[src/rtl/hub75_pkg.sv]
// hub75_pkg
// Types and constants shared by the HUB75 driver and the HUB75 capture block.
//   rgb_t          : one pixel as packed {r,g,b}
//   HUB75_RGB_W    : bits per pixel on each rgb pin group
//   HUB75_OE_CNT_W : width of the output-enable cycle counter
//   cap_state_t    : capture output buffer state
package hub75_pkg;

   localparam int HUB75_RGB_W    = 3;
   localparam int HUB75_OE_CNT_W = 16;

   typedef struct packed {
      logic r;
      logic g;
      logic b;
   } rgb_t;

   typedef enum logic [0:0] {
      CAP_EMPTY = 1'b0,
      CAP_FULL  = 1'b1
   } cap_state_t;

endpackage

[src/rtl/hub75_sync_edge.sv]
// hub75_sync_edge
// Synchronizes an asynchronous pin bundle into the clk domain and flags rising
// edges on the lowest EDGE_W lanes. The whole bundle moves through the same
// flops, so data lanes stay aligned with the edge flags.
// Ports:
//   clk  : system clock
//   rst  : synchronous active-high reset
//   din  : raw asynchronous pins
//   dout : synchronized bundle, aligned with rise
//   rise : one-cycle pulse per rising edge on din[EDGE_W-1:0]
// Fewer than two synchronizer stages are raised to two.
module hub75_sync_edge #(
   parameter int WIDTH       = 8,
   parameter int SYNC_STAGES = 2,
   parameter int EDGE_W      = 1
) (
   input  logic              clk,
   input  logic              rst,
   input  logic [WIDTH-1:0]  din,
   output logic [WIDTH-1:0]  dout,
   output logic [EDGE_W-1:0] rise
);

   localparam int STAGES = (SYNC_STAGES < 2) ? 2 : SYNC_STAGES;

   logic [WIDTH-1:0]  chain_r [STAGES];
   logic [WIDTH-1:0]  prev_r;
   logic [EDGE_W-1:0] rise_r;

   // Synchronizer chain, one extra copy and registered rise detect.
   // prev_r holds the value that produced rise_r, so dout is taken from it.
   always_ff @(posedge clk) begin
      if (rst) begin
         for (int i = 0; i < STAGES; i++) begin
            chain_r[i] <= '0;
         end
         prev_r <= '0;
         rise_r <= '0;
      end else begin
         chain_r[0] <= din;
         for (int i = 1; i < STAGES; i++) begin
            chain_r[i] <= chain_r[i-1];
         end
         prev_r <= chain_r[STAGES-1];
         rise_r <= chain_r[STAGES-1][EDGE_W-1:0] & ~prev_r[EDGE_W-1:0];
      end
   end

   assign dout = prev_r;
   assign rise = rise_r;

endmodule

[src/rtl/hub75_capture.sv]
// hub75_capture
// Listens to a HUB75 panel bus and rebuilds each latched row pair into one
// parallel beat offered on a valid/ready handshake.
// Ports:
//   clk_in, rst_in          : system clock, synchronous active-high reset
//   hub75_*_in              : raw HUB75 pins (clk, rgb0, rgb1, latch, oe_n, addr)
//   row_valid_out/ready_in  : beat handshake
//   row_addr_out            : row address sampled at latch
//   row0_out/row1_out       : upper/lower rows, pixel c at bits [3c+2:3c]
//   shift_count_out         : shift pulses before latch (saturating)
//   length_err_out          : shift count differed from NUM_COLS
//   overrun_out             : sticky, a latch arrived while a beat was pending
//   oe_cycles_out           : OE-low cycles in the previous latch period
// Optional feature macro: HUB75_CAPTURE_OE_TIMER_EN enables the OE-low timer;
// without it oe_cycles_out is constant zero.
module hub75_capture
   import hub75_pkg::*;
#(
   parameter int NUM_COLS    = 64,
   parameter int SCAN_RATE   = 32,
   parameter int SYNC_STAGES = 2
) (
   input  logic                               clk_in,
   input  logic                               rst_in,
   input  logic                               hub75_clk_in,
   input  logic [2:0]                         hub75_rgb0_in,
   input  logic [2:0]                         hub75_rgb1_in,
   input  logic                               hub75_latch_in,
   input  logic                               hub75_oe_in,
   input  logic [$clog2(SCAN_RATE)-1:0]       hub75_addr_in,
   output logic                               row_valid_out,
   input  logic                               row_ready_in,
   output logic [$clog2(SCAN_RATE)-1:0]       row_addr_out,
   output logic [NUM_COLS*3-1:0]              row0_out,
   output logic [NUM_COLS*3-1:0]              row1_out,
   output logic [$clog2(NUM_COLS)+1:0]        shift_count_out,
   output logic                               length_err_out,
   output logic                               overrun_out,
   output logic [15:0]                        oe_cycles_out
);

   localparam int ADDR_W = $clog2(SCAN_RATE);
   localparam int CNT_W  = $clog2(NUM_COLS) + 2;
   localparam int ROW_W  = NUM_COLS * HUB75_RGB_W;
   // Bundle lanes: {addr, oe_n, rgb1, rgb0, latch, clk}
   localparam int BUS_W  = ADDR_W + 2 * HUB75_RGB_W + 3;
   localparam logic [CNT_W-1:0] CNT_SAT  = CNT_W'(2 * NUM_COLS - 1);
   localparam logic [CNT_W-1:0] CNT_FULL = CNT_W'(NUM_COLS);

   logic [BUS_W-1:0]  pins_s;
   logic [BUS_W-1:0]  synced_s;
   logic [1:0]        rise_s;
   logic              shift_rise_s;
   logic              latch_rise_s;
   rgb_t              rgb0_s;
   rgb_t              rgb1_s;
   logic              oe_low_s;
   logic [ADDR_W-1:0] addr_s;

   logic [ROW_W-1:0]  row0_sh_r;
   logic [ROW_W-1:0]  row1_sh_r;
   logic [CNT_W-1:0]  shift_cnt_r;
   logic [ROW_W-1:0]  row0_nx_s;
   logic [ROW_W-1:0]  row1_nx_s;
   logic [CNT_W-1:0]  cnt_nx_s;

   cap_state_t        state_r;
   logic              load_s;
   logic              valid_r;
   logic [ADDR_W-1:0] addr_r;
   logic [ROW_W-1:0]  row0_r;
   logic [ROW_W-1:0]  row1_r;
   logic [CNT_W-1:0]  count_r;
   logic              len_err_r;
   logic              overrun_r;

   assign pins_s = {hub75_addr_in, hub75_oe_in, hub75_rgb1_in, hub75_rgb0_in,
                    hub75_latch_in, hub75_clk_in};

   hub75_sync_edge #(
      .WIDTH       (BUS_W),
      .SYNC_STAGES (SYNC_STAGES),
      .EDGE_W      (2)
   ) u_sync (
      .clk  (clk_in),
      .rst  (rst_in),
      .din  (pins_s),
      .dout (synced_s),
      .rise (rise_s)
   );

   assign shift_rise_s = rise_s[0];
   assign latch_rise_s = rise_s[1];
   assign rgb0_s       = rgb_t'(synced_s[4:2]);
   assign rgb1_s       = rgb_t'(synced_s[7:5]);
   assign oe_low_s     = ~synced_s[8];
   assign addr_s       = synced_s[BUS_W-1:9];

   // Shift-register next state; a latch in the same cycle captures these
   // values, so the coinciding pixel is included in the beat.
   always_comb begin
      row0_nx_s = row0_sh_r;
      row1_nx_s = row1_sh_r;
      cnt_nx_s  = shift_cnt_r;
      if (shift_rise_s) begin
         row0_nx_s = {rgb0_s, row0_sh_r[ROW_W-1:HUB75_RGB_W]};
         row1_nx_s = {rgb1_s, row1_sh_r[ROW_W-1:HUB75_RGB_W]};
         if (shift_cnt_r != CNT_SAT) begin
            cnt_nx_s = shift_cnt_r + {{(CNT_W-1){1'b0}}, 1'b1};
         end else begin
            cnt_nx_s = shift_cnt_r;
         end
      end else begin
         row0_nx_s = row0_sh_r;
         row1_nx_s = row1_sh_r;
         cnt_nx_s  = shift_cnt_r;
      end
   end

   // Pixel shift registers and shift counter; latch clears only the counter.
   always_ff @(posedge clk_in) begin
      if (rst_in) begin
         row0_sh_r   <= '0;
         row1_sh_r   <= '0;
         shift_cnt_r <= '0;
      end else begin
         row0_sh_r   <= row0_nx_s;
         row1_sh_r   <= row1_nx_s;
         shift_cnt_r <= latch_rise_s ? '0 : cnt_nx_s;
      end
   end

   // A new beat is taken when the buffer is empty or is being drained now.
   assign load_s = latch_rise_s & ((state_r == CAP_EMPTY) | row_ready_in);

   // Output buffer FSM with registered beat fields.
   always_ff @(posedge clk_in) begin
      if (rst_in) begin
         state_r   <= CAP_EMPTY;
         valid_r   <= 1'b0;
         addr_r    <= '0;
         row0_r    <= '0;
         row1_r    <= '0;
         count_r   <= '0;
         len_err_r <= 1'b0;
         overrun_r <= 1'b0;
      end else begin
         if (load_s) begin
            addr_r    <= addr_s;
            row0_r    <= row0_nx_s;
            row1_r    <= row1_nx_s;
            count_r   <= cnt_nx_s;
            len_err_r <= (cnt_nx_s != CNT_FULL);
         end
         case (state_r)
            CAP_EMPTY: begin
               if (latch_rise_s) begin
                  state_r <= CAP_FULL;
                  valid_r <= 1'b1;
               end
            end
            CAP_FULL: begin
               if (latch_rise_s) begin
                  // Without ready the new row is dropped and the held beat kept.
                  if (!row_ready_in) begin
                     overrun_r <= 1'b1;
                  end
               end else if (row_ready_in) begin
                  state_r <= CAP_EMPTY;
                  valid_r <= 1'b0;
               end
            end
            default: begin
               state_r <= CAP_EMPTY;
               valid_r <= 1'b0;
            end
         endcase
      end
   end

   assign row_valid_out   = valid_r;
   assign row_addr_out    = addr_r;
   assign row0_out        = row0_r;
   assign row1_out        = row1_r;
   assign shift_count_out = count_r;
   assign length_err_out  = len_err_r;
   assign overrun_out     = overrun_r;

`ifdef HUB75_CAPTURE_OE_TIMER_EN
   logic [HUB75_OE_CNT_W-1:0] oe_cnt_r;
   logic [HUB75_OE_CNT_W-1:0] oe_cycles_r;
   logic                      unused_lanes_s;

   // OE-low cycle counter; restarts on every latch, counting that cycle too.
   always_ff @(posedge clk_in) begin
      if (rst_in) begin
         oe_cnt_r    <= '0;
         oe_cycles_r <= '0;
      end else begin
         if (latch_rise_s) begin
            oe_cnt_r <= oe_low_s ? 16'd1 : 16'd0;
         end else if (oe_low_s && (oe_cnt_r != 16'hFFFF)) begin
            oe_cnt_r <= oe_cnt_r + 16'd1;
         end
         if (load_s) begin
            oe_cycles_r <= oe_cnt_r;
         end
      end
   end

   assign oe_cycles_out  = oe_cycles_r;
   assign unused_lanes_s = ^synced_s[1:0];
`else
   logic unused_lanes_s;

   assign oe_cycles_out  = 16'd0;
   assign unused_lanes_s = ^{synced_s[1:0], oe_low_s};
`endif

endmodule

[config.mk]
export PLATFORM = sky130hd
export DESIGN_NAME = hub75_capture
export DESIGN_NICKNAME = d
export VERILOG_FILES = /design/src/rtl/hub75_pkg.sv /design/src/rtl/hub75_sync_edge.sv /design/src/rtl/hub75_capture.sv
export SDC_FILE = /design/constraint.sdc
export NUM_CORES = 1
export LEC_CHECK = 0
export BUFFER_PORTS_ARGS = -buffer_cell sky130_fd_sc_hd__buf_2
export CORE_MARGIN = 2
export CORE_UTILIZATION = 60
export DETAILED_ROUTE_END_ITERATION = 10
export GPL_TIMING_DRIVEN = 1
export MAX_ROUTING_LAYER = met4
export PLACE_DENSITY = 0.85
export SETUP_SLACK_MARGIN = 0.5
export SYNTH_ARGS = -nofsm -noshare
export SYNTH_HDL_FRONTEND = slang
export SYNTH_SLANG_ARGS = --single-unit
[constraint.sdc]
create_clock -name clk_in -period 2.15 [get_ports clk_in]
set_input_delay 0.43 -clock clk_in [delete_from_list [all_inputs] [get_ports clk_in]]
set_output_delay 0.43 -clock clk_in [all_outputs]
set_load 0.03 [all_outputs]
== Yosys cells after proc, flatten, opt, wreduce, memory -nomap -nowiden ==
Memory sizes are Yosys's and may differ from the RTL's.
Cells that the tools add are included.
Storage, ports and cells
  output and inout bits: 416
  bits in writable memories: 28
  bits of input ports: 17
  bits in registers: 809
  memories: 1
Cells by class
  reductions and logical operators: 3
  eq/ne operators: 5
  $add $sub $neg: 1
  bitwise gates (word level): 8
  multiplexer cells: 17
Memory list
  u_sync.chain_r: words 2, width 14, read ports 2, clocked after memory_dff 0, write ports 2, RTL line hub75_sync_edge.sv:26  | logic [WIDTH-1:0] chain_r [STAGES];
Operators by type and width (count)
  $mux 192: 2
  $mux 14: 2
  $mux 8: 2
  $ne 8x7->1 const B: 2
  $mux 1: 9
  $add 8x1->8 const B: 1
  $reduce_and 3->1: 2
  $ne 2x2->1 const B: 2
  $pmux 1 s2: 2
  $or 1x1->1: 3
  $and 2x2->2: 1
  $ne 2x1->1 const B: 1
  $not 1->1: 2
  $not 2->2: 1
  $reduce_or 2->1: 1
  $and 1x1->1: 1

== Longest topological paths before layout ==
  depth after elaboration: 4
  depth in mapped cells: 8
  mapped depth without buffers: 5

== Cells and area by module ==
A second synthesis with hierarchy kept.
Unflattened totals
  cells, all modules: 2754
  area, all modules: 28338.4 µm²
Modules (own cells, without submodules)
  hub75_capture: seq. area each 15875.2 µm², cells an instance 2662, area an instance 27122.3 µm², times used 1
  hub75_sync_edge: seq. area each 880.8 µm², cells an instance 92, area an instance 1216.2 µm², times used 1

== Least setup slack after synthesis ==
No wires, ideal clock.
  kind: input to register
  start: input port row_ready_in
  end: register row0_r[139] (netlist: row0_out[139])
  slack: 0.605 ns
  stages on the path: 8
  arrival: 1.399 ns
  library setup time: 0.146 ns
  buffers on the path: 4
  data required time: 2.004 ns
  path through: nand2b_4 and2_1 buf_2 buf_6 buf_6 buf_4 nor2_1 a211oi_2
Between the ends
  longest elaborated chain between the ends: 2
RTL lines
  from (decl): RTL line hub75_capture.sv:32  | input logic row_ready_in,
  $or 1x1->1: RTL line hub75_capture.sv:134  | assign load_s = latch_rise_s & ((state_r == CAP_EMPTY) | row_ready_in);
  $and 1x1->1: RTL line hub75_capture.sv:134
  to (signal assigned): RTL line hub75_capture.sv:150  | row0_r <= row0_nx_s;
  to (decl): RTL line hub75_capture.sv:71  | logic [ROW_W-1:0] row0_r;
Every way passes these cells.
A chain may end at the register's enable or synchronous reset.

== Worst setup path after layout ==
  start: register u_sync.rise_r[0] (netlist: u_sync.rise[0])
  end: register row0_r[129] (netlist: row0_out[129])
Between the ends
  longest elaborated chain between the ends: 1
RTL lines
  from (decl): RTL line hub75_sync_edge.sv:28  | logic [EDGE_W-1:0] rise_r;
  from (signal assigned): RTL line hub75_sync_edge.sv:45  | rise_r <= chain_r[STAGES-1][EDGE_W-1:0] & ~prev_r[EDGE_W-1:0];
  $mux 192: RTL line hub75_capture.sv:105  | if (shift_rise_s) begin
Every way passes these cells.

==> results.sh <==
export IMPL_powerDensity_nw_per_um2=882
export IMPL_num_rows=82
export IMPL_finalSetupTns_ps=0
export IMPL_finalInstanceArea_um2=36800
export IMPL_p_switching_mw=7.64
export IMPL_start_util_pct=60.7
export IMPL_reg2reg_slack_ps=450
export IMPL_critPathBufInv=1
export IMPL_layout_nets=3119
export IMPL_clk_latency_ps=640
export IMPL_max_freq_mhz=587
export IMPL_p_int_mw=24.9
export IMPL_crit_family="flip-flops"
export IMPL_place_gp_congestion=0.869
export IMPL_drc=0
export IMPL_dp_cells=3672
export IMPL_wl_um=73500
export IMPL_crit_chain="buf_16 -> mux2i_1 -> a211oi_2"
export IMPL_synth_seq_cells=834
export IMPL_final_min_clock_period_ps=1700
export IMPL_r2r_end="row0_out[129]$_SDFFE_PP0P_"
export IMPL_reg2reg_from="u_sync.rise[0]$_SDFF_PP0_"
export IMPL_swShare_pct=23.5
export IMPL_worstSetupPathType="reg -> reg"
export IMPL_path_clk_slew_ps=60
export IMPL_grt_max_degree=85
export IMPL_final_cells=3838
export IMPL_fin_crit_sh_pct=79.2
export IMPL_syn_area_per_cell_um2=11.1
export IMPL_crit_required_ps=2650
export IMPL_cts_max_level=3
export IMPL_clockPowerShare_pct=44.2
export IMPL_numCtsBuffers=80
export IMPL_rsz0062_at_grt="true"
export IMPL_critPathCaptureType="flop"
export IMPL_post_drt_wl_per_cell_um=19.2
export IMPL_crit_slowest_cell="dfxtp_4"
export IMPL_ff2ff_path_depth=3
export IMPL_nFillCells=3054
export IMPL_cap_violations=0
export IMPL_synth_cell_types=42
export IMPL_holdPathEnd="u_sync.chain_r[0][12]$_SDFF_PP0_"
export IMPL_dieHeight_um=229
export IMPL_syn_to_final_growth_pct=20.9
export IMPL_hpwl_um=44500
export IMPL_worst_setup_path_start_kind="flop"
export IMPL_io_buffers=415
export IMPL_setup_viol=0
export IMPL_hold_depth=2
export IMPL_vias=21423
export IMPL_status="finished, final reports clean"
export IMPL_cts_sinks=834
export IMPL_die_x_um=229
export IMPL_drt_first_iter_violations=1141
export IMPL_slew_viol_final=0
export IMPL_vias_per_cell=5.58
export IMPL_p_leak_nw=13.4
export IMPL_synth_area_um2=30500
export IMPL_fp_dieArea_um2=52600
export IMPL_cts_tree="built"
export IMPL_clock_path_buffers=3
export IMPL_max_vdd_ir_drop_uv=803
export IMPL_core_um2=50200
export IMPL_min_delay_start="hub75_addr_in[3]"
export IMPL_worstMarginPinSlew_ps=573
export IMPL_power_frac_comb_pct=6.8
export IMPL_worstHoldPathType="in -> reg"
export IMPL_synth_edf_count=0
export IMPL_ios=433
export IMPL_yosys_most_used_dff="dfxtp_1"
export IMPL_antenna_found_initial=3
export IMPL_pwr_share_seq_pct=48.9
export IMPL_track_usage_pct=26.5
export IMPL_root_buffer="clkbuf_16"
export IMPL_gr_total_overflow=0
export IMPL_slew_headroom_pct=61.8
export IMPL_drive_above_1_share_pct=33.8
export IMPL_grt_pass1_wl_um=111000
export IMPL_skew_ps=28.0
export IMPL_postRouteAntennaNets=0
export IMPL_place_area_um2=33000
export IMPL_cp_slowest_stage_delay_ps=490
export IMPL_synth_seq_area_share_pct=54.8
export IMPL_synth_cells=2755
export IMPL_total_power_mw=32.5
export IMPL_drt_pass1_iterations=5
export IMPL_synth_async_reset_ratio_pct=0
export IMPL_grt_pass1_vias=21319
export IMPL_report_final_hold_viol_count=0
export IMPL_cp_data_arrival_time_ps=2200
export IMPL_cp_max_fo=82
export IMPL_yosys_warnings=0
export IMPL_hold_slack_ps=38.7
==> area by class of cell <==
class	instances	area, um2	share of cell area [%]
inverters	5	18.8	0.0509
well taps	672	841	2.28
repair buffers	494	4000	10.9
diodes	3	7.51	0.0204
clock buffers	119	2330	6.32
multi-input cells	1686	12500	34.1
clock inverters	25	370	1.01
flip-flops and latches	834	16700	45.4
==> synthesized netlist by cell type, types with 10 or more instances <==
master | instances | area (um2)
mux2i_1 | 386 | 3860
nand2_1 | 17 | 63.8
buf_2 | 61 | 305
buf_6 | 43 | 484
a211oi_2 | 382 | 4780
nor2_1 | 783 | 2940
buf_4 | 27 | 203
a21oi_1 | 11 | 55.1
nor2b_1 | 42 | 263
buf_1 | 10 | 37.5
dfxtp_1 | 834 | 16700
clkbuf_1 | 103 | 387
==> worst reg2reg max path: stages (launching register included) <==
cell      delay, ps
dfxtp_4         490
buf_16          440
mux2i_1         540
a211oi_2        120
==> registers in the layout (all words and copies together) (netlist names) <==
register         count
shift_count_out      8
overrun_out          1
row1_sh_r          192
row0_out           192
row_valid_out        1
row0_sh_r          192
u_sync.dout         13
length_err_out       1
shift_cnt_r          8
row1_out           192
u_sync.rise          2
u_sync.chain_r      26
row_addr_out         5
state_r              1
==> worst max path at each step <==
stage                               from                          to  slack, ps  cells past startpoint
3_3_place_gp                row_ready_in   row1_out[58]$_SDFFE_PP0P_        330                      7
4_1_cts        u_sync.rise[1]$_SDFF_PP0_  row1_out[163]$_SDFFE_PP0P_        470                      5
3_5_place_dp                row_ready_in   row1_out[57]$_SDFFE_PP0P_        190                      7
5_1_grt        u_sync.rise[0]$_SDFF_PP0_  row0_out[129]$_SDFFE_PP0P_        410                      3
6_report       u_sync.rise[0]$_SDFF_PP0_  row0_out[129]$_SDFFE_PP0P_        450                      3
2_1_floorplan               row_ready_in  row0_out[139]$_SDFFE_PP0P_        600                      8
==> logic make-up after synthesis <==
group,synth area share (%)
and+or+nand+nor,11.2
DFF,54.8
AOI/OAI and AO/OA,16.5
muxes,12.7
buffers and inverters,4.73
xor gates and xnor gates,0.0575
adders and majority gates,0.0411
other,0.0123
==> cells in the final DEF, fill, tap and decap left out, types with 7 or more instances in the layout <==
master / Yosys / routed
mux2i_2: 0 / 35
dfxtp_1: 834 / 807
clkbuf_8: 0 / 16
clkbuf_4: 0 / 37
buf_4: 27 / 152
a211oi_2: 382 / 382
bufinv_16: 0 / 7
mux2i_1: 386 / 351
buf_12: 0 / 26
nor2b_1: 42 / 42
clkbuf_16: 0 / 90
nor2_1: 783 / 783
buf_16: 0 / 17
conb_1: 1 / 16
clkinv_2: 0 / 8
buf_2: 61 / 244
dfxtp_2: 0 / 26
a21oi_1: 11 / 11
nand2_1: 17 / 17
clkbuf_1: 103 / 22
==> per-stage QoR <==
step / worst slack, ps / utilization [%]
finish: 447 / 73.4
global route: 411 / 73.4
CTS: 470 / 72.1
detailed placement: 194 / 65.8
global placement: 326 / 65.8
floorplan: 605 / -
==> power groups by stage <==
stage	Clock, mW	Combinational (mW)	Sequential (mW)
5_1_grt	15.1	2.35	15.9
2_1_floorplan	0	1.11	16.7
3_3_place_gp	0	2.02	16.2
6_report	14.4	2.23	15.9
4_1_cts	14.5	2.15	15.9
3_5_place_dp	0	2.07	16.2
==> routing by layer <==
| layer | GRT usage (%) | vias up | wire [um] |
|---|---|---|---|
| li1 | - | 10118 | - |
| met1 | 31.1 | 10535 | 29700 |
| met2 | 44.8 | 630 | 37500 |
| met3 | 5.28 | 140 | 4240 |
| met4 | 10.2 | 0 | 2150 |
| met5 | - | - | 0 |
==> repair_timing <==
item	in CTS	in global routing
pin swaps	0	2
resized for setup	139	132
buffers inserted	0	6
setup endpoints to repair	175	417
cloned	2	9
hold buffers	2	0
endpoints found under the hold margin	2	0
No activity file was read; power rests on OpenSTA's default activity.
